**config.mk**
```make
export PLATFORM = sky130hd
export DESIGN_NAME = mac_reset_sequencer
export DESIGN_NICKNAME = d
export VERILOG_FILES = /design/src/rtl/mac_rst_seq_pkg.sv /design/src/rtl/rst_seq_timer.sv /design/src/rtl/mac_reset_sequencer.sv
export SDC_FILE = /design/constraint.sdc
export NUM_CORES = 1
export LEC_CHECK = 0
export ABC_AREA = 1
export BUFFER_PORTS_ARGS = -buffer_cell sky130_fd_sc_hd__buf_4
export CAP_MARGIN = 20
export CORE_MARGIN = 2
export CORE_UTILIZATION = 40
export DETAILED_ROUTE_END_ITERATION = 12
export PLACE_DENSITY_LB_ADDON = 0.12
export SYNTH_ARGS = -nofsm -noshare
export SYNTH_HDL_FRONTEND = slang
export SYNTH_SLANG_ARGS = --single-unit
```
**constraint.sdc**
```tcl
create_clock -name clk -period 1.9 [get_ports clk]
set_input_delay 0.095 -clock clk [delete_from_list [all_inputs] [get_ports clk]]
set_output_delay 0.095 -clock clk [all_outputs]
set_load 0.05 [all_outputs]
```
**src/rtl/mac_rst_seq_pkg.sv**
```systemverilog
// Shared types, default parameters and per-state output decode for the
// MAC reset sequencer.
package mac_rst_seq_pkg;

  localparam int DEF_SETTLE_CYCLES  = 64;
  localparam int DEF_TIMEOUT_CYCLES = 4096;
  localparam int DEF_MAX_RETRY      = 3;

  typedef enum logic [2:0] {
    ST_RESET   = 3'd0,
    ST_TX_WAIT = 3'd1,
    ST_RX_WAIT = 3'd2,
    ST_UP      = 3'd3,
    ST_RETRY   = 3'd4,
    ST_FAIL    = 3'd5
  } state_t;

  typedef struct packed {
    logic tx_rst;
    logic rx_rst;
    logic link_up;
    logic fail;
  } out_t;

  // Larger of two integers, used to size the shared timer.
  function automatic int max_int(input int a, input int b);
    return (a > b) ? a : b;
  endfunction

  // Output levels that belong to each state. Unused encodings fall back to
  // the safe "everything held in reset" pattern.
  function automatic out_t state_outputs(input state_t s);
    out_t o;
    o = '{tx_rst: 1'b1, rx_rst: 1'b1, link_up: 1'b0, fail: 1'b0};
    case (s)
      ST_TX_WAIT: o.tx_rst = 1'b0;
      ST_RX_WAIT: begin
        o.tx_rst = 1'b0;
        o.rx_rst = 1'b0;
      end
      ST_UP: begin
        o.tx_rst  = 1'b0;
        o.rx_rst  = 1'b0;
        o.link_up = 1'b1;
      end
      ST_FAIL: o.fail = 1'b1;
      default: ;
    endcase
    return o;
  endfunction

endpackage

```
**src/rtl/rst_seq_timer.sv**
```systemverilog
// Shared up-counter for settle and timeout intervals. The owner clears it on
// every state change and reads o_done when the count reaches i_terminal.
module rst_seq_timer #(
  parameter int CNT_W = 8
) (
  input  logic             clk,
  input  logic             rst,
  input  logic             i_clear,
  input  logic             i_enable,
  input  logic [CNT_W-1:0] i_terminal,
  output logic             o_done
);

  logic [CNT_W-1:0] r_count;

  // Count register: clear has priority over enable; holds when idle.
  always_ff @(posedge clk) begin
    // NOTE: sequential state uses non-blocking assignment so every register
    // samples pre-edge values, independent of block ordering.
    if (rst || i_clear) begin
      r_count <= '0;
    end else if (i_enable) begin
      r_count <= r_count + 1'b1;
    end
  end

  assign o_done = (r_count == i_terminal);

endmodule

```
**src/rtl/mac_reset_sequencer.sv**
```systemverilog
// Sequences TX then RX reset release to the MAC/PCS once the upstream delayed
// ready is stable, with timeout, bounded retry, sticky fail and SW restart.
module mac_reset_sequencer
  import mac_rst_seq_pkg::*;
#(
  parameter int SETTLE_CYCLES  = DEF_SETTLE_CYCLES,
  parameter int TIMEOUT_CYCLES = DEF_TIMEOUT_CYCLES,
  parameter int MAX_RETRY      = DEF_MAX_RETRY
) (
  input  logic                             clk,
  input  logic                             rst,
  input  logic                             ready_in,
  input  logic                             sw_restart,
  input  logic                             tx_ready,
  input  logic                             rx_ready,
  output logic                             tx_rst,
  output logic                             rx_rst,
  output logic                             link_up,
  output logic                             fail,
  output logic [$clog2(MAX_RETRY+1)-1:0]   retry_cnt
);

  localparam int CNT_W = $clog2(max_int(SETTLE_CYCLES, TIMEOUT_CYCLES) + 1);
  localparam int RTY_W = $clog2(MAX_RETRY + 1);

  localparam logic [CNT_W-1:0] SETTLE_TERM  = CNT_W'(SETTLE_CYCLES - 1);
  localparam logic [CNT_W-1:0] TIMEOUT_TERM = CNT_W'(TIMEOUT_CYCLES - 1);
  localparam logic [RTY_W-1:0] RETRY_MAX    = RTY_W'(MAX_RETRY);

  state_t           r_state;
  state_t           w_next_state;
  logic [RTY_W-1:0] r_retry_cnt;
  logic [RTY_W-1:0] w_retry_nxt;
  out_t             r_out;

  logic             w_fresh_start;
  logic             w_timer_clear;
  logic             w_timer_en;
  logic             w_timer_done;
  logic [CNT_W-1:0] w_timer_term;

  // Loss of upstream ready or a SW request restarts the whole bring-up and
  // forgets previous timeouts.
  assign w_fresh_start = !ready_in || sw_restart;

  // Terminal count: settle interval in RESET/RETRY, handshake timeout in the
  // wait states.
  always_comb begin
    w_timer_term = SETTLE_TERM;
    if (r_state == ST_TX_WAIT || r_state == ST_RX_WAIT) begin
      w_timer_term = TIMEOUT_TERM;
    end
  end

  // Timer restarts on any state change or fresh start; it only runs in the
  // states that measure an interval, so it stops at the terminal value.
  assign w_timer_clear = w_fresh_start || (w_next_state != r_state);
  assign w_timer_en    = (r_state == ST_RESET)   || (r_state == ST_TX_WAIT) ||
                         (r_state == ST_RX_WAIT) || (r_state == ST_RETRY);

  rst_seq_timer #(
    .CNT_W (CNT_W)
  ) u_timer (
    .clk        (clk),
    .rst        (rst),
    .i_clear    (w_timer_clear),
    .i_enable   (w_timer_en),
    .i_terminal (w_timer_term),
    .o_done     (w_timer_done)
  );

  // Next-state logic: fresh start dominates, then per-state transitions.
  always_comb begin
    // NOTE: every combinational output gets a default first, so no path
    // leaves it unassigned and no latch is inferred.
    w_next_state = r_state;
    if (w_fresh_start) begin
      w_next_state = ST_RESET;
    end else begin
      case (r_state)
        ST_RESET: begin
          if (w_timer_done) w_next_state = ST_TX_WAIT;
        end
        ST_TX_WAIT: begin
          // Handshake is checked before the timeout so a late ready wins.
          if (tx_ready)          w_next_state = ST_RX_WAIT;
          else if (w_timer_done) w_next_state = ST_RETRY;
        end
        ST_RX_WAIT: begin
          // Losing TX ready while waiting for RX counts as a timeout.
          if (!tx_ready)         w_next_state = ST_RETRY;
          else if (rx_ready)     w_next_state = ST_UP;
          else if (w_timer_done) w_next_state = ST_RETRY;
        end
        ST_UP: begin
          if (!tx_ready || !rx_ready) w_next_state = ST_RETRY;
        end
        ST_RETRY: begin
          // The count was bumped on entry; reaching the limit gives up.
          if (r_retry_cnt == RETRY_MAX) w_next_state = ST_FAIL;
          else if (w_timer_done)        w_next_state = ST_TX_WAIT;
        end
        ST_FAIL: begin
          w_next_state = ST_FAIL;
        end
        default: w_next_state = ST_RESET;
      endcase
    end
  end

  // Retry counter: cleared on fresh start, bumped once per entry into RETRY,
  // saturating at the limit. Deliberately kept across UP.
  always_comb begin
    w_retry_nxt = r_retry_cnt;
    if (w_fresh_start) begin
      w_retry_nxt = '0;
    end else if ((w_next_state == ST_RETRY) && (r_state != ST_RETRY) &&
                 (r_retry_cnt != RETRY_MAX)) begin
      w_retry_nxt = r_retry_cnt + 1'b1;
    end
  end

  // State, retry count and outputs registered together; outputs decode the
  // next state so they move on the same edge as the state.
  always_ff @(posedge clk) begin
    // NOTE: the output register resets to the RESET-state decode, so both
    // MAC resets are asserted from the very first reset edge.
    if (rst) begin
      r_state     <= ST_RESET;
      r_retry_cnt <= '0;
      r_out       <= state_outputs(ST_RESET);
    end else begin
      r_state     <= w_next_state;
      r_retry_cnt <= w_retry_nxt;
      r_out       <= state_outputs(w_next_state);
    end
  end

  assign tx_rst    = r_out.tx_rst;
  assign rx_rst    = r_out.rx_rst;
  assign link_up   = r_out.link_up;
  assign fail      = r_out.fail;
  assign retry_cnt = r_retry_cnt;

endmodule

```
== After elaboration in Yosys (flattened, before gate mapping) ==
Cells that the tools add are included.
Word-level totals
  output and inout bits: 6
  bits in registers: 22
  bits of input ports: 6
  logic and storage cells: 55
Operators by class
  multiplexer cells: 14
  reductions and logical operators: 17
  eq/ne operators: 15
  add/subtract/negate cells: 2
Operator list (number)
  $mux W3: 8
  $pmux W3 S6: 1
  $add A13 B1 Y13 const B: 1
  $eq A13 B12 Y1: 1
  $eq A3 B2 Y1 const B: 4
  $eq A3 B3 Y1 const B: 4
  $mux W12: 1
  $logic_or A1 B1 Y1: 8
  $eq A3 B1 Y1 const B: 2
  $mux W1: 4
  $reduce_or A2 Y1: 2
  $logic_not A1 Y1: 3
  $logic_not A3 Y1: 1
  $ne A3 B3 Y1: 1
  $ne A3 B3 Y1 const B: 1
  $reduce_or A3 Y1: 1
  $add A2 B1 Y2 const B: 1
  $eq A2 B2 Y1 const B: 1
  $logic_and A1 B1 Y1: 2
  $ne A2 B2 Y1 const B: 1

== Logic depth before layout (Yosys ltp) ==
Gate-level depths: netlist of run 1.
  depth after elaboration: 12
  depth in mapped cells: 14
  gate-level depth less buffers: 13

== Modules after synthesis ==
From an unflattened synthesis of run 1, not the netlist that was laid out.
Second synthesis, totals
  cell total of the unflattened synthesis: 233
  area total of the unflattened synthesis: 1435.1 µm²
Modules (own cells, without submodules)
  rst_seq_timer: sequential area each 260.2 µm², area each 872.1 µm², times used 1, cells an instance 144
  mac_reset_sequencer: sequential area each 180.2 µm², area each 563.0 µm², times used 1, cells an instance 89

== Least setup slack after synthesis of run 1 ==
OpenSTA, ideal clock, no wires.
  path kind: flip-flop to flip-flop
  from: register r_retry_cnt[0] (netlist: retry_cnt[0])
  to: register u_timer.r_count[8]
  arrival time: 1637 ps
  buffers on the path: 1
  cell stages (with the launch flop): 12
  data required time: 1783 ps
  clock period less this slack: 1754 ps
  setup slack: 146 ps
  cells stage by stage: dfxtp_1 -> ha_1 -> inv_1 -> nand4_1 -> nand2_1 -> nand3_2 -> nand2_2 -> nand2_1 -> nand2_1 -> nand4_2 -> buf_6 -> nor2_2
Between the ends
  cells in the longest elaborated chain, start to end: 7
Ends and longest elaborated chain
  start: declaration: RTL line mac_reset_sequencer.sv:32  | logic [RTY_W-1:0] r_retry_cnt;
  start signal: assignment: RTL line mac_reset_sequencer.sv:134  | r_retry_cnt <= w_retry_nxt;
  $eq A2 B2 Y1: RTL line mac_reset_sequencer.sv:100  | if (r_retry_cnt == RETRY_MAX) w_next_state = ST_FAIL;
  $mux W3: RTL line mac_reset_sequencer.sv:100
  $pmux W3 S6: RTL line mac_reset_sequencer.sv:80  | case (r_state)
  $mux W3: RTL line mac_reset_sequencer.sv:77  | if (w_fresh_start) begin
  $ne A3 B3 Y1: RTL line mac_reset_sequencer.sv:57  | assign w_timer_clear = w_fresh_start || (w_next_state != r_state);
  $logic_or A1 B1 Y1: RTL line mac_reset_sequencer.sv:57
  $logic_or A1 B1 Y1: RTL line rst_seq_timer.sv:20  | if (rst || i_clear) begin
  end signal: assignment: RTL line rst_seq_timer.sv:23  | r_count <= r_count + 1'b1;
  end: declaration: RTL line rst_seq_timer.sv:14  | logic [CNT_W-1:0] r_count;
No other way between the ends.
A chain may end at the register's enable or synchronous reset.

== Worst setup path after layout of run 1 ==
  from: register u_timer.r_count[0]
  to: register u_timer.r_count[4]
Between the ends
  cells in the longest elaborated chain, start to end: 9
  elaborated cells between the ends (all ways): 13
  those cells by class: add/sub: 1; eq/ne: 2; mux: 8; reduce/logical: 2
Ends and longest elaborated chain
  $eq A13 B12 Y1: RTL line rst_seq_timer.sv:27  | assign o_done = (r_count == i_terminal);
  $mux W3: RTL line mac_reset_sequencer.sv:87, mac_reset_sequencer.sv:93
  $mux W3: RTL line mac_reset_sequencer.sv:92  | else if (rx_ready) w_next_state = ST_UP;
  $mux W3: RTL line mac_reset_sequencer.sv:91  | if (!tx_ready) w_next_state = ST_RETRY;
  $pmux W3 S6: RTL line mac_reset_sequencer.sv:80
  $mux W3: RTL line mac_reset_sequencer.sv:77
  $ne A3 B3 Y1: RTL line mac_reset_sequencer.sv:57
  $logic_or A1 B1 Y1: RTL line mac_reset_sequencer.sv:57
  $logic_or A1 B1 Y1: RTL line rst_seq_timer.sv:20
Parallel ways exist; a longest one is shown, timed or not.

==> results of run 1 <==
synthesized netlist by cell type:
cell / n
nor2_2: 12
xor2_1: 7
or2_4: 1
xnor2_1: 6
dfxtp_1: 22
buf_2: 1
nor3_1: 2
inv_1: 17
a21oi_1: 5
nand4_1: 8
nand3_2: 4
nand2_2: 2
ha_1: 2
nand3b_1: 1
nand3_1: 14
buf_6: 1
o211ai_1: 2
nand2_1: 22
nor3_2: 2
nand4_2: 2
mux2i_1: 1
nand2_4: 2
inv_2: 6
nor2_1: 19
flip-flops by register name, summed over array words and instances (netlist names):
name             flops
fail                 1
link_up              1
r_state              3
retry_cnt            2
rx_rst               1
tx_rst               1
u_timer.r_count     13
power groups by stage:
stage | registers (mW) | clock network, mW | logic [mW]
after floorplan | 0.473 | 0 | 0.0158
after global placement | 0.474 | 0 | 0.0302
after detailed placement | 0.474 | 0 | 0.0309
after CTS | 0.463 | 0.268 | 0.0326
after global routing | 0.462 | 0.288 | 0.0445
final | 0.462 | 0.257 | 0.0400
logic make-up after synthesis:
family / after synthesis / share of synthesized area [%]
flops: 22 / 35.88
fa+ha+maj: 2 / 2.038
buf+inv: 25 / 8.358
compound gates: 7 / 3.261
simple gates: 91 / 40.37
xor+xnor: 13 / 9.276
mux: 1 / 0.8155
timing repair:
| item | 4_1_cts | 5_1_grt |
|---|---|---|
| endpoints found under the setup margin | 0 | 13 |
| gates resized for setup | 0 | 23 |
| setup buffers | 0 | 3 |
| hold buffers | 1 | 0 |
| hold endpoints to repair | 3 | 0 |
worst max-delay path: stages (launching register included):
cell	delay [ns]
dfxtp_4	0.39
ha_4	0.13
nand3_2	0.09
nor3_4	0.21
nand4_1	0.11
nand2_1	0.08
nand3_2	0.10
nand2_4	0.09
nand2_1	0.06
nand2_2	0.09
nand4_4	0.13
clkbuf_16	0.20
nor2_2	0.07
layout make-up:
cell class / count / area [um^2]
fillers: 296 / 1411
multi-input cells: 114 / 757.0
flip-flops and latches: 22 / 452.9
repair buffers: 21 / 190.2
inverters: 23 / 88.84
well taps: 33 / 41.29
clock buffers: 4 / 36.28
metal layers:
metal	wire length, um	up-vias
met5	0	-
met2	1188	11
li1	-	566
met1	1325	478
met4	18	0
met3	79	2
worst max path at each step:
| stage | end | slack (ns) | cells after the start |
|---|---|---|---|
| 5_1_grt | u_timer.r_count[4]$_SDFFE_PP0P_ | -0.01 | 11 |
| 4_1_cts | u_timer.r_count[0]$_SDFFE_PP0P_ | 0.05 | 11 |
| 2_1_floorplan | u_timer.r_count[8]$_SDFFE_PP0P_ | 0.15 | 11 |
| 3_3_place_gp | u_timer.r_count[11]$_SDFFE_PP0P_ | 0.06 | 11 |
| 3_5_place_dp | u_timer.r_count[0]$_SDFFE_PP0P_ | 0.08 | 11 |
| 6_report | u_timer.r_count[4]$_SDFFE_PP0P_ | 0.10 | 12 |
==> flow_summary.toml, run 1 <==
[worst_setup_path]
r2r_setup_slack_ns = 0.10
rr_endpoint = "u_timer.r_count[4]$_SDFFE_PP0P_"
startpoint_type = "flop"
r2r-start = "u_timer.r_count[0]$_SDFFE_PP0P_"
cp_max_fo = 6
cp-startpoint = "u_timer.r_count[0]$_SDFFE_PP0P_"
worstPathRequired_ns = 2.15
endpoint_kind = "flop"
r2r_cells = 12
path_class = "flop to flop"
cp.arrival_ns = 2.05

[floorplanning]
die_w_um = 59.40
dieArea_mm2 = 0.003528
core_mm2 = 0.002978
start_util_pct = 41.22
die_h_um = 59.40
io_pins = 12
rows = 20

[cells_and_area]
final_nets = 193
layout_commonest_cell = "nand2_1"
antenna_cells = 0
drive_gt1_share_pct = 36.96
final_cell_mix = "nand2_1, nor2_1, buf_4"
area_growth_pct = 27.62
final_core_util_pct = 52.61
final_cells = 217
fin_area_mm2 = 0.001567

[sta]
finalWorstSetupSlack_ns = 0.1033
fin_crit_ns = 1.797
hold_ws_ns = 0.2030
slew_viol_final = 0
finClkSkew_ns = 0.006227
fin_setup_tns_ns = 0
finalCritPeriodShare_pct = 94.56
timing.slew.headroom_pct = 77.81
max_freq_mhz = 556.6
setup_viol = 0
hold_viol_final = 0
tightest_slew_ns = 0.3325

[clock_tree]
clock_sinks = 22
cts_tree = "done"
cts_buffers = 3
cts.path.max_buffers = 2
htree_levels = 1
clk_pin_slew_ns = 0.13
clk_latency_ns = 0.30
root_buffer = "clkbuf_4"

[power]
p_clk_share_pct = 33.9
power_switching_mw = 0.1618
p_sw_share_pct = 21.33
p_comb_share_pct = 5.3
power_density_mw_per_mm2 = 484.1
irDropWorstVdd_v = 0.0003309
seqPwrFrac_pct = 60.9
total_power_mw = 0.7583
intPower_mw = 0.5965
p_leak_nw = 0.6713

[placement]
pre_cts_slack_ns = 0.07722
post-dp-hpwl_um = 1896
place_area_mm2 = 0.001385
port_buffers = 11
gp_congestion = 0.8866
placed_cells = 208

[synth]
yosysTopAreaCellShare_pct = 35.88
ys_top_cells_by_area = "dfxtp_1, nand2_1, nor2_2"
seq_area_frac_synth_pct = 35.88
ys_types = 24
synth.avg_cell_area_um2 = 7.624
postSynthCellCount = 161
synth-seq-cells = 22
yosysWarnings = 0
syn-num-nets = 169
synth.largest_area_cell = "dfxtp_1"
netlist_area_mm2 = 0.001227

[global_route]
grt_max_degree = 14
busiest_layer = "met1"
grt-ovfl-total = 0
use_met3_pct = 2.183
met2_usage_pct = 22.76
track_usage_pct = 15.35
met1_usage_pct = 23.55
grt_antenna_before_repair = 0
grt_pass1_wl_um = 4236
grt_pass1_vias = 958

[detailed_routing]
viasPerCell = 4.871
via_count = 1057
ant_nets = 0
dr.pass1.iters = 4
drtIter0Drc = 54
wirelength_um = 2612
routedWlPerCell_um = 12.04
drc_errors = 0

[job]
cap_viol_max_count = 0

[min_path]
holdCritPathClass = "input port to flop"
holdPathEnd = "retry_cnt[0]$_SDFFE_PP0P_"
hold_depth = 6
holdCritStartpoint = "sw_restart"

[run_status]
status = "complete, no violations"
No activity file was read; power rests on OpenSTA's default activity.
==> run 2: changes to the inputs <==
- CELL_PAD_IN_SITES_DETAIL_PLACEMENT: not set -> 1
- CELL_PAD_IN_SITES_GLOBAL_PLACEMENT: not set -> 2
- CORE_UTILIZATION: 40 -> 33
==> run 2 against run 1 <==
  * Fmax is 1.4% higher
  * Clock skew is 0.0015 ns lower
  * Die area is 20% higher
  * Worst setup slack better by 0.024 ns
  * Worst hold slack worse by 0.18 ns
  * Critical path depth is 1 lower
  * Clock power is 8.6% higher
  * Non-clock buffer count stayed put
  * Register-to-register slack better by 0.02 ns
  * First-iteration DRC count is 1.9% lower
  * Combinational power is 3% lower
  * Largest cell class unchanged
  * Largest power group unchanged
==> flow_summary.toml, run 2 (same netlist as run 1, synthesis figures left out) <==
[floorplanning]
io_pins = 12
die_w_um = 64.99
rows = 22
dieArea_mm2 = 0.004223
die_h_um = 64.99
start_util_pct = 34.04
core_mm2 = 0.003606

[power]
p_sw_share_pct = 20.40
seqPwrFrac_pct = 59.2
p_leak_nw = 0.6417
p_clk_share_pct = 35.8
power_switching_mw = 0.1588
irDropWorstVdd_v = 0.0003417
intPower_mw = 0.6199
p_comb_share_pct = 5.0
power_density_mw_per_mm2 = 499.9

[sta]
tightest_slew_ns = 0.2900
fin_setup_tns_ns = 0
timing.slew.headroom_pct = 80.58
slew_viol_final = 0
rsz0062_at_grt = "false"
hold_viol_final = 0
max_freq_mhz = 564.2
finClkSkew_ns = 0.004767
fin_crit_ns = 1.772
setup_viol = 0
finalCritPeriodShare_pct = 93.29

[detailed_routing]
wirelength_um = 2968
via_count = 1099
ant_nets = 0
drtIter0Drc = 53
dr.pass1.iters = 4
routedWlPerCell_um = 12.85
viasPerCell = 4.758
drc_errors = 0

[global_route]
grt-ovfl-total = 0
grt_pass1_vias = 1121
grt_antenna_before_repair = 0
grt_max_degree = 14
grt_pass1_wl_um = 4919
track_usage_pct = 15.02

[worst_setup_path]
path_class = "flop to flop"
r2r_setup_slack_ns = 0.13
cp_max_fo = 7
crit_cells = 11
path_cells = "inv_1 > nand3_2 > nand3_1 > nand3_1 > nand3b_1 > nand3_2 > nand2_2 > nand2_1 > nand4_4 > clkbuf_16 > nor2_1"
critPathSlowestCell = "dfxtp_2"
endpoint = "u_timer.r_count[0]$_SDFFE_PP0P_"
startpoint_type = "flop"
rr_endpoint = "u_timer.r_count[0]$_SDFFE_PP0P_"
r2r-start = "r_state[0]$_SDFF_PP0_"
critPathBufInv = 2
worstPathRequired_ns = 2.10
cp.arrival_ns = 1.97
endpoint_kind = "flop"
slowest_delay_ns = 0.40
cp-startpoint = "r_state[0]$_SDFF_PP0_"
r2r_cells = 11
critPathTopFamily = "simple AND/OR/NAND/NOR gates"

[clock_tree]
cts_buffers = 3
cts.path.max_buffers = 2
root_buffer = "clkbuf_8"
clock_sinks = 22
htree_levels = 1
clk_pin_slew_ns = 0.07
clk_latency_ns = 0.26
cts_tree = "done"

[run_status]
status = "complete, no violations"

[job]
cap_viol_max_count = 0

[cells_and_area]
fin_area_mm2 = 0.001558
antenna_cells = 0
final_nets = 193
final_cell_mix = "nand2_1, nor2_1, buf_4"
area_growth_pct = 26.91
largest_reg_flops = 13
nFillCells = 458
regMostFlops = "u_timer.r_count"
layout_commonest_cell = "nand2_1"
drive_gt1_share_pct = 36.07

[min_path]
holdCritPathClass = "input port to flop"
hold_depth = 2

[placement]
post-dp-hpwl_um = 2324
port_buffers = 11
place_area_mm2 = 0.001426
gp_congestion = 0.7500
[run 2: cell count changes in the layout (fill, tap and decap cells not counted), sizes merged]
| cell | change |
|---|---|
| buf | +1 |
| clkbuf | -1 |
| dlygate4sd3 | -1 |
[run 2: worst min-delay path by stage]
| stage | startpoint | endpoint | slack (ns) |
|---|---|---|---|
| final | rst | r_state[0]$_SDFF_PP0_ | 0.02 |
| after global routing | rst | r_state[0]$_SDFF_PP0_ | 0.02 |
| after floorplan | rst | r_state[0]$_SDFF_PP0_ | 0.17 |
| after detailed placement | rst | r_state[2]$_SDFF_PP0_ | 0.30 |
| after CTS | rst | r_state[2]$_SDFF_PP0_ | 0.02 |
| after global placement | rst | r_state[2]$_SDFF_PP0_ | 0.30 |
[run 2: worst reg2reg max path: stages (launching register included)]
cell and delay [ns]:
dfxtp_2 0.40, inv_1 0.10, nand3_2 0.14, nand3_1 0.16
nand3_1 0.14, nand3b_1 0.10, nand3_2 0.11, nand2_2 0.06
nand2_1 0.10, nand4_4 0.14, clkbuf_16 0.19, nor2_1 0.07
[run 2: what timing repair did]
action	in CTS	in global routing
resized for setup	0	17
hold buffers	0	0
endpoints found under the setup margin	0	15
buffers inserted	0	1
[run 2: metal layers]
metal / vias up / track usage, % / share of wire (%)
li1: 561 / - / -
met1: 522 / 20.17 / 49
met2: 12 / 24.23 / 48
met3: 4 / 2.257 / 2.2
met4: 0 / 5.585 / 0.98
met5: - / 0 / 0
[run 2: power groups by stage]
stage,clock network (mW),registers (mW),logic (mW)
after floorplan,0,0.473,0.0158
after global placement,0,0.473,0.0308
after detailed placement,0,0.474,0.0324
after CTS,0.298,0.463,0.0325
after global routing,0.315,0.461,0.0430
final,0.279,0.461,0.0389
[run 2: metrics by stage]
step                      utilization (%)  total power, mW  worst slack [ns]  hold slack (ns)  std cells
final                               43.20           0.7787            0.1276          0.02314        231
after global routing                43.20           0.8187          0.009015          0.02062        231
after global placement              39.56           0.5043           0.08260           0.3001        226
after CTS                           40.70           0.7929           0.03210          0.02403        229
after floorplan                         -           0.4892            0.1461           0.1674        161
after detailed placement            39.56           0.5061           0.04977           0.3017        226
[run 2: cell type report]
cell class / instances / area, um^2 / share of cell area (%)
clock buffers: 3 / 41.29 / 2.651
repair buffers: 21 / 187.7 / 12.05
inverters: 23 / 86.33 / 5.542
flip-flops and latches: 22 / 455.4 / 29.24
multi-input cells: 114 / 726.9 / 46.67
well taps: 48 / 60.06 / 3.855
